<file path="config.mk">
export PLATFORM = sky130hd
export DESIGN_NAME = rs_alu_station
export DESIGN_NICKNAME = d
export VERILOG_FILES = /design/src/rtl/rs_alu_station.sv
export SDC_FILE = /design/constraint.sdc
export NUM_CORES = 1
export LEC_CHECK = 0
export ABC_CLOCK_PERIOD_IN_PS = 3200
export CAP_MARGIN = 15
export CELL_PAD_IN_SITES_DETAIL_PLACEMENT = 1
export CELL_PAD_IN_SITES_GLOBAL_PLACEMENT = 2
export CORE_ASPECT_RATIO = 2
export CORE_MARGIN = 5
export CORE_UTILIZATION = 36
export DETAILED_ROUTE_END_ITERATION = 10
export PLACE_DENSITY = 0.85
export SLEW_MARGIN = 10
export SYNTH_ARGS = -nofsm -noshare
export SYNTH_HDL_FRONTEND = slang
export SYNTH_SLANG_ARGS = --single-unit
</file>
<file path="constraint.sdc">
create_clock -name clk -period 3.2 [get_ports clk]
set_clock_uncertainty 0.1 [all_clocks]
set_input_delay 0.64 -clock clk [delete_from_list [all_inputs] [get_ports clk]]
set_output_delay 0.64 -clock clk [all_outputs]
set_load 0.005 [all_outputs]
</file>
<file path="src/rtl/rs_alu_station.sv">
// rs_alu_station: integer-ALU reservation station.
//
// Holds up to DEPTH dispatched instructions, captures missing operands
// from the common data bus, and issues the oldest operand-complete entry
// to the ALU over a valid/ready handshake. The RSOP code is carried
// through untouched.
//
// Ports:
//   clk, rst        clock (rising edge), synchronous active-high reset
//   flush           synchronous squash of every entry
//   disp_*          dispatch request, operands or producer tags, dest tag
//   disp_ready      at least one free entry (depends on busy bits only)
//   cdb_*           common data bus broadcast (valid, tag, data)
//   iss_*           issue handshake and payload of the selected entry
//   count           number of busy entries
module rs_alu_station #(
  parameter int DEPTH  = 4,
  parameter int DATA_W = 32,
  parameter int TAG_W  = 4,
  parameter int OP_W   = 5,
  localparam int CNT_W = $clog2(DEPTH + 1)
) (
  input  logic              clk,
  input  logic              rst,
  input  logic              flush,
  input  logic              disp_valid,
  output logic              disp_ready,
  input  logic [OP_W-1:0]   disp_op,
  input  logic [TAG_W-1:0]  disp_dest,
  input  logic              disp_vj_ok,
  input  logic [DATA_W-1:0] disp_vj,
  input  logic [TAG_W-1:0]  disp_qj,
  input  logic              disp_vk_ok,
  input  logic [DATA_W-1:0] disp_vk,
  input  logic [TAG_W-1:0]  disp_qk,
  input  logic              cdb_valid,
  input  logic [TAG_W-1:0]  cdb_tag,
  input  logic [DATA_W-1:0] cdb_data,
  output logic              iss_valid,
  input  logic              iss_ready,
  output logic [OP_W-1:0]   iss_op,
  output logic [DATA_W-1:0] iss_a,
  output logic [DATA_W-1:0] iss_b,
  output logic [TAG_W-1:0]  iss_dest,
  output logic [CNT_W-1:0]  count
);

  localparam int IDX_W = $clog2(DEPTH);

  // Control state (reset) and per-entry payload (not reset).
  logic [DEPTH-1:0]  busy_q, busy_d;
  // older_q[i][j] = 1 means entry i was dispatched before entry j.
  logic [DEPTH-1:0]  older_q [DEPTH];
  logic [DEPTH-1:0]  older_d [DEPTH];
  logic [CNT_W-1:0]  count_q, count_d;

  logic [OP_W-1:0]   op_q   [DEPTH];
  logic [OP_W-1:0]   op_d   [DEPTH];
  logic [TAG_W-1:0]  dest_q [DEPTH];
  logic [TAG_W-1:0]  dest_d [DEPTH];
  logic [DATA_W-1:0] vj_q   [DEPTH];
  logic [DATA_W-1:0] vj_d   [DEPTH];
  logic [DATA_W-1:0] vk_q   [DEPTH];
  logic [DATA_W-1:0] vk_d   [DEPTH];
  logic [TAG_W-1:0]  qj_q   [DEPTH];
  logic [TAG_W-1:0]  qj_d   [DEPTH];
  logic [TAG_W-1:0]  qk_q   [DEPTH];
  logic [TAG_W-1:0]  qk_d   [DEPTH];
  logic [DEPTH-1:0]  vj_ok_q, vj_ok_d;
  logic [DEPTH-1:0]  vk_ok_q, vk_ok_d;

  logic [DEPTH-1:0]  eligible;
  logic [DEPTH-1:0]  sel;
  logic              free_found;
  logic [IDX_W-1:0]  free_idx;
  logic              do_disp;
  logic              do_iss;

  // Free-slot search and oldest-eligible select.
  always_comb begin
    // NOTE: every variable assigned in a combinational block gets a default
    // first, so no path leaves it holding its old value (no latch).
    free_found = 1'b0;
    free_idx   = '0;
    // Descending scan: the last hit, i.e. the lowest free index, wins.
    for (int i = DEPTH - 1; i >= 0; i--) begin
      if (!busy_q[i]) begin
        free_found = 1'b1;
        free_idx   = IDX_W'(i);
      end
    end

    eligible = busy_q & vj_ok_q & vk_ok_q;
    // An eligible entry is selected only if no other eligible entry is older.
    // The age matrix is a total order over busy entries, so sel is one-hot.
    sel = eligible;
    for (int i = 0; i < DEPTH; i++) begin
      for (int j = 0; j < DEPTH; j++) begin
        if (j != i && eligible[j] && older_q[j][i]) sel[i] = 1'b0;
      end
    end
  end

  // One-hot OR mux: outputs read as zero whenever nothing is selected.
  always_comb begin
    iss_op   = '0;
    iss_a    = '0;
    iss_b    = '0;
    iss_dest = '0;
    for (int i = 0; i < DEPTH; i++) begin
      if (sel[i]) begin
        iss_op   = iss_op   | op_q[i];
        iss_a    = iss_a    | vj_q[i];
        iss_b    = iss_b    | vk_q[i];
        iss_dest = iss_dest | dest_q[i];
      end
    end
  end

  assign disp_ready = free_found;
  assign iss_valid  = |eligible;
  assign do_disp    = disp_valid && disp_ready;
  assign do_iss     = iss_valid && iss_ready;
  assign count      = count_q;

  // Next state: CDB snoop, issue release, dispatch write.
  always_comb begin
    busy_d  = busy_q;
    older_d = older_q;
    op_d    = op_q;
    dest_d  = dest_q;
    vj_d    = vj_q;
    vk_d    = vk_q;
    qj_d    = qj_q;
    qk_d    = qk_q;
    vj_ok_d = vj_ok_q;
    vk_ok_d = vk_ok_q;
    count_d = count_q + CNT_W'(do_disp) - CNT_W'(do_iss);

    if (cdb_valid) begin
      for (int i = 0; i < DEPTH; i++) begin
        if (busy_q[i] && !vj_ok_q[i] && qj_q[i] == cdb_tag) begin
          vj_ok_d[i] = 1'b1;
          vj_d[i]    = cdb_data;
        end
        if (busy_q[i] && !vk_ok_q[i] && qk_q[i] == cdb_tag) begin
          vk_ok_d[i] = 1'b1;
          vk_d[i]    = cdb_data;
        end
      end
    end

    if (do_iss) busy_d = busy_d & ~sel;

    // The free slot was free before the edge, so it never collides with the
    // entry being issued nor with any snooped entry.
    if (do_disp) begin
      busy_d[free_idx]  = 1'b1;
      op_d[free_idx]    = disp_op;
      dest_d[free_idx]  = disp_dest;
      qj_d[free_idx]    = disp_qj;
      qk_d[free_idx]    = disp_qk;
      // Same-cycle bypass of a matching CDB broadcast.
      vj_ok_d[free_idx] = disp_vj_ok || (cdb_valid && cdb_tag == disp_qj);
      vj_d[free_idx]    = disp_vj_ok ? disp_vj : cdb_data;
      vk_ok_d[free_idx] = disp_vk_ok || (cdb_valid && cdb_tag == disp_qk);
      vk_d[free_idx]    = disp_vk_ok ? disp_vk : cdb_data;
      // Youngest: older than nobody, every other entry is older than it.
      older_d[free_idx] = '0;
      for (int i = 0; i < DEPTH; i++) begin
        if (i != int'(free_idx)) older_d[i][free_idx] = 1'b1;
      end
    end
  end

  always_ff @(posedge clk) begin
    // rst and flush have the same squashing effect, so one branch serves both.
    if (rst || flush) begin
      busy_q  <= '0;
      count_q <= '0;
      for (int i = 0; i < DEPTH; i++) older_q[i] <= '0;
    end else begin
      // NOTE: sequential state uses non-blocking assignments so every
      // register samples pre-edge values regardless of statement order.
      busy_q  <= busy_d;
      older_q <= older_d;
      count_q <= count_d;
    end
  end

  // NOTE: payload storage has no reset; it is only observed through a busy
  // entry, and dispatch rewrites every field before the entry becomes busy.
  always_ff @(posedge clk) begin
    op_q    <= op_d;
    dest_q  <= dest_d;
    vj_q    <= vj_d;
    vk_q    <= vk_d;
    qj_q    <= qj_d;
    qk_q    <= qk_d;
    vj_ok_q <= vj_ok_d;
    vk_ok_q <= vk_ok_d;
  end

endmodule

</file>
Yosys cells after proc, flatten, opt, wreduce, memory -nomap -nowiden
Cells that the tools add are included.
{"block": "word_totals", "register_bits": 355, "input_bits": 125, "output_inout_bits": 78}
{"block": "op_classes", "reduce_logical": 47, "eq_ne": 13, "bitwise": 24, "addsub": 2, "n_mux": 84, "magnitude_cmp": 4}
{"operator": "$mux 32", "n": 19}
{"operator": "$mux 128", "n": 4}
{"operator": "$bwmux 128", "n": 2}
{"operator": "$or 32x32->32", "n": 6}
{"operator": "$demux 32 s2", "n": 1}
{"operator": "$mux 4", "n": 15}
{"operator": "$bwmux 16", "n": 3}
{"operator": "$eq 4x4->1", "n": 10}
{"operator": "$logic_and 1x1->1", "n": 34}
{"operator": "$or 4x4->4", "n": 8}
{"operator": "$mux 1", "n": 25}
{"operator": "$mux 5", "n": 5}
{"operator": "$bwmux 20", "n": 1}
{"operator": "$and 16x16->16", "n": 1}
{"operator": "$not 16->16", "n": 1}
{"operator": "$or 5x5->5", "n": 3}
{"operator": "$and 4x4->4", "n": 3}
{"operator": "$demux 5 s2", "n": 1}
{"operator": "$bwmux 4", "n": 2}
{"operator": "$demux 4 s2", "n": 1}
{"operator": "$logic_not 1->1", "n": 8}
{"operator": "$mux 2", "n": 4}
{"operator": "$ne 2x2->1 const A", "n": 2}
{"operator": "$not 4->4", "n": 1}
{"operator": "other kinds (12)", "n": 14}

Logic depth before layout (Yosys ltp)
{"block": "depth", "ltp_word": 13, "depth_mapped": 11}

Worst setup path before layout
Ideal clock, no wire load.
{"block": "synth_timing", "path_kind": "register to register", "startpoint": "register vk_ok_q[2]", "endpoint": "register count_q[2] (netlist: count[2])", "arrival_ps": 2484, "stages_incl_launch_ff": 11, "path_slack_ps": 489, "setup_ps": 128, "cell_sequence": "dfxtp_1 -> and3_1 -> or4_1 -> and2_1 -> ha_1 -> inv_1 -> ha_1 -> fa_1 -> xnor2_1 -> xnor2_1 -> nor2_1"}
{"block": "synth_via", "elab_chain_cells": 4}
{"element": "start, declared", "line_no": "70", "text": "logic [DEPTH-1:0] vk_ok_q, vk_ok_d;"}
{"element": "start signal, assigned", "line_no": "201", "text": "vk_ok_q <= vk_ok_d;"}
{"element": "$and 4x4->4", "line_no": "93", "text": "eligible = busy_q & vj_ok_q & vk_ok_q;"}
{"element": "$reduce_or 4->1", "line_no": "121", "text": "assign iss_valid = |eligible;"}
{"element": "via iss_valid", "line_no": "39", "text": "output logic iss_valid,"}
{"element": "$logic_and 1x1->1", "line_no": "123", "text": "assign do_iss = iss_valid && iss_ready;"}
{"element": "$sub 3x1->3", "line_no": "138", "text": "count_d = count_q + CNT_W'(do_disp) - CNT_W'(do_iss);"}
{"element": "end signal, assigned", "line_no": "187", "text": "count_q <= count_d;"}
{"element": "end, declared", "line_no": "55", "text": "logic [CNT_W-1:0] count_q, count_d;"}
The timed path passes the listed nets, and every way through them passes these cells.
A chain may end at the register's enable or synchronous reset.

Final worst setup path
{"block": "layout_timing", "startpoint": "register vj_ok_q[3]", "endpoint": "output port iss_b[4]"}
{"block": "layout_via", "elab_chain_cells": 11}
{"element": "start, declared", "line_no": "69", "text": "logic [DEPTH-1:0] vj_ok_q, vj_ok_d;"}
{"element": "start signal, assigned", "line_no": "200", "text": "vj_ok_q <= vj_ok_d;"}
{"element": "$and 4x4->4 (*) (2 in a row)", "line_no": "93"}
{"element": "$logic_and 1x1->1", "line_no": "99", "text": "if (j != i && eligible[j] && older_q[j][i]) sel[i] = 1'b0;"}
{"element": "$mux 1", "line_no": "99"}
{"element": "$mux 32", "line_no": "111", "text": "if (sel[i]) begin"}
{"element": "$or 32x32->32", "line_no": "114", "text": "iss_b = iss_b | vk_q[i];"}
{"element": "$mux 32", "line_no": "111"}
{"element": "$or 32x32->32", "line_no": "114"}
{"element": "$mux 32", "line_no": "111"}
{"element": "$or 32x32->32", "line_no": "114"}
{"element": "$mux 32 (*)", "line_no": "111"}
{"element": "end, declared", "line_no": "43", "text": "output logic [DATA_W-1:0] iss_b,"}
Every way passes the cells marked *; elsewhere a longest branch is shown, timed or not.

==> results.yml <==
grt:
  overflow: 0
  grt_antenna_before_repair: 0
  grt_pass1_vias: 15600
  grt_pass1_wl_mm: 97.7
  grt_max_degree: 62
  track_usage_pct: 26.6
sta:
  timing.hold.ws_ps: 383
  setup_viol: 14
  grt_setup_unrepaired: "yes"
  finalHoldViolCount: 0
  clock.fmax_ghz: 0.302
  relSlewSlack_pct: 57.3
  min_period_ps: 3310
  tns_ps: -410
  worst_slew_pin_slew_ps: 640
  timing.final.crit_share_pct: 104
  fin_ws_ps: -114
  slew_viol_final: 0
setup_path:
  crit_required_ps: 2460
  cp_slowest_stage_delay_ps: 610
  worstSetupPathType: "reg2out"
  path_cells: "buf_6 -> nand4_1 -> and4_4 -> clkbuf_16 -> a222oi_1 -> nand2_1 -> clkbuf_2"
  start_kind: "register"
  setup.worst_path.end_class: "output port"
  crit_buf_inv: 3
  crit_family: "compound AO/OA/AOI/OAI gates"
  slowest_stage: "a222oi_1"
  path_max_fanout: 11
  crit_arrival_ps: 2570
  ff2ff_setup_slack_ps: 190
  rr_endpoint: "count[2]$_SDFF_PP0_"
  rr_worst_depth: 10
  r2r-start: "vk_ok_q[2]$_DFF_P_"
floorplanning:
  die_h_um: 304
  io_pins: 203
  dieArea_um2: 47700
  row_count: 107
  die_x_um: 157
  core_um2: 42700
  start_util_pct: 36.4
clock_network:
  cts_buffers: 34
  insertion_delay_ps: 530
  clk_pin_slew_ps: 70
  root_buffer: "clkbuf_16"
  cts_tree: "done"
  clockBufferDepth: 3
  postCtsHoldBufs: 0
  cts.htree.levels: 2
  clock_sinks: 351
synth:
  synthDistinctLibCells: 42
  yosys.area_share.simple_pct: 11.6
  synthXorXnorAreaFrac_pct: 2.37
  synth_cells: 1508
  synth_flop_cell: "dfxtp_1"
  synth_area_leaders: "dfxtp_1, o221a_1, edfxtp_1"
  syn_area_per_cell_um2: 10.3
  ys_seq_area_share_pct: 49.6
  synth_fa_ha_area_share_pct: 0.290
  synth_top_area_cell: "dfxtp_1"
  synth_area_um2: 15500
  synthArstFlopShare_pct: 0
  synthesis.nets: 1636
  synth_edf_count: 68
  ys_ff_latch: 351
  synth_compound_area_share_pct: 26.9
  ys_warn_count: 0
  synth_top_area_share_pct: 36.4
  synthMuxAreaShare_pct: 4.18
  synth_top_family_by_area: "compound AO/OA/AOI/OAI gates"
cells_and_area:
  nNetsFinal: 1838
  fin_area_um2: 20100
  multi_input_area_um2: 7200
  syn_to_final_growth_pct: 29.2
  num_antenna_cells: 0
  final_core_util_pct: 47.1
  regArea_um2: 7720
  drive_gt1_share_pct: 14.9
  fillCellCount: 4623
  final_cells: 2278
placed_design:
  routabilityCongestion: 0.833
  io_buffer_count: 202
  dp_slack_ps: 41.6
  place_hpwl_mm: 41.5
  dp.cells: 2187
  dpl-instance-area_um2: 18700
drt:
  dr.pass1.iters: 7
  drt-wirelength-per-cell_um: 29.5
  routed_wl_mm: 67.1
  drc: 0
  via_per_inst: 6.35
  antenna_left: 0
  num_vias: 14500
  dr.first_iter.drc_count: 1374
worst_hold_path:
  hold_path.class: "reg2reg"
  hold_depth: 2
pwr:
  power.leakage_nw: 7.76
  power-per-cell-area_nw_per_um2: 533
  vdd_drop_max_mv: 0.441
  power_mw: 10.7
  p_seq_share_pct: 48.7
  p_sw_share_pct: 25.1
  pwr-share-clk_pct: 39.1
  p_sw_mw: 2.69
  intPower_mw: 8.01
  combPwrFrac_pct: 12.3
run_status:
  violations: "setup timing"
  status: "complete, but fails checks"
flow_run:
  maxCapViolCount: 0
[how the worst max path moves through the flow]
stage | cells past startpoint | from | endpoint | slack, ps
after detailed placement | 6 | vk_ok_q[2]$_DFF_P_ | iss_b[20] | 40
after global placement | 6 | vk_ok_q[2]$_DFF_P_ | iss_b[20] | 10
after floorplan | 10 | vk_ok_q[2]$_DFF_P_ | count[2]$_SDFF_PP0_ | 490
after global routing | 7 | vj_ok_q[3]$_DFF_P_ | iss_b[23] | -100
after CTS | 7 | vj_ok_q[0]$_DFF_P_ | iss_b[4] | -110
final | 7 | vj_ok_q[3]$_DFF_P_ | iss_b[4] | -110
[logic make-up (layout without fill, tap and decap cells)]
| kind of cell | count (synthesis) | in the layout |
|---|---|---|
| XOR/XNOR | 42 | 42 |
| buffers and inverters | 181 | 402 |
| multiplexers | 65 | 65 |
| AND/OR/NAND/NOR | 441 | 445 |
| AO/OA/AOI/OAI | 425 | 425 |
| flip-flops | 351 | 351 |
| adder cells (fa/ha/maj) | 3 | 3 |
[cell type report]
| type | count | share of cell area, % |
|---|---|---|
| tap | 545 | 3.39 |
| multi-input combinational | 980 | 35.8 |
| timing repair buffer | 335 | 16.6 |
| clock inverter | 9 | 0.423 |
| clock buffer | 50 | 5.21 |
| inverter | 8 | 0.168 |
| sequential | 351 | 38.4 |
[state kept, by name (all words and copies together) (netlist names), named ones only]
| signal | flops |
|---|---|
| qj_q | 16 |
| vj_ok_q | 4 |
| count | 3 |
| op_q | 20 |
| vj_q | 128 |
| vk_q | 128 |
| older_q | 4 |
| dest_q | 16 |
| qk_q | 16 |
| vk_ok_q | 4 |
| busy_q | 4 |
[tightest hold or removal path, stage by stage (launching register included)]
cell and delay, ps:
dfxtp_1 310, o21ai_0 70, a21oi_1 60
[routing by layer]
metal / vias up / share of wire, % / track usage [%] / wire, um
li1: 6266 / - / - / -
met1: 7355 / 37 / 30.2 / 24700
met2: 646 / 52 / 47.4 / 34700
met3: 204 / 5.8 / 3.42 / 3880
met4: 0 / 5.8 / 14.8 / 3870
met5: - / 0 / 0 / 0
[cells in the mapped netlist (3+ instances only)]
| cell type | number |
|---|---|
| buf_2 | 36 |
| edfxtp_1 | 68 |
| nand4_1 | 13 |
| a2bb2oi_1 | 66 |
| dfxtp_1 | 283 |
| or3_1 | 3 |
| a21o_1 | 4 |
| nor2_1 | 19 |
| mux2i_1 | 65 |
| xnor2_1 | 10 |
| nand3_1 | 7 |
| a222oi_1 | 73 |
| nor3_1 | 21 |
| o32ai_1 | 45 |
| o21ai_0 | 4 |
| nand2_1 | 356 |
| clkbuf_1 | 87 |
| a21oi_1 | 9 |
| o22ai_1 | 18 |
| and3_1 | 4 |
| inv_2 | 3 |
| inv_1 | 5 |
| and4_1 | 4 |
| and2_1 | 3 |
| buf_1 | 42 |
| o221a_1 | 192 |
| buf_6 | 8 |
| a22oi_1 | 8 |
| xor2_1 | 32 |
[power groups by stage]
stage                     clock network (mW)  registers, mW  logic (mW)
final                                   4.18           5.21        1.31
after global routing                    4.40           5.23        1.39
after CTS                               4.23           5.19        1.30
after detailed placement                   0           5.28        1.30
after global placement                     0           5.26        1.26
after floorplan                            0           5.20       0.742
[cell usage in the layout (no fill, tap or decap), types with 5 or more instances in the layout]
master / count
a21oi_1: 9
a222oi_1: 73
a22oi_1: 8
a2bb2oi_1: 64
and4_4: 8
buf_12: 26
buf_2: 7
buf_4: 86
buf_6: 15
clkbuf_1: 7
clkbuf_16: 40
clkbuf_2: 26
clkbuf_8: 5
clkdlybuf4s15_1: 25
clkdlybuf4s50_1: 127
clkinv_2: 7
dfxtp_1: 273
dfxtp_2: 10
dlygate4sd2_1: 17
edfxtp_1: 68
inv_1: 5
mux2i_1: 65
nand2_1: 348
nand2_2: 8
nand3_1: 7
nand4_1: 13
nor2_1: 18
nor3_1: 21
o221a_1: 192
o22ai_1: 18
o32ai_1: 45
xnor2_1: 10
xor2_1: 32
[repair_timing]
action	in CTS	in global routing
gates resized for setup	123	80
pin swaps	82	100
gates cloned	9	2
buffers inserted	19	6
setup endpoints to repair	73	73
Note: power is estimated with default switching activity, not from simulation.
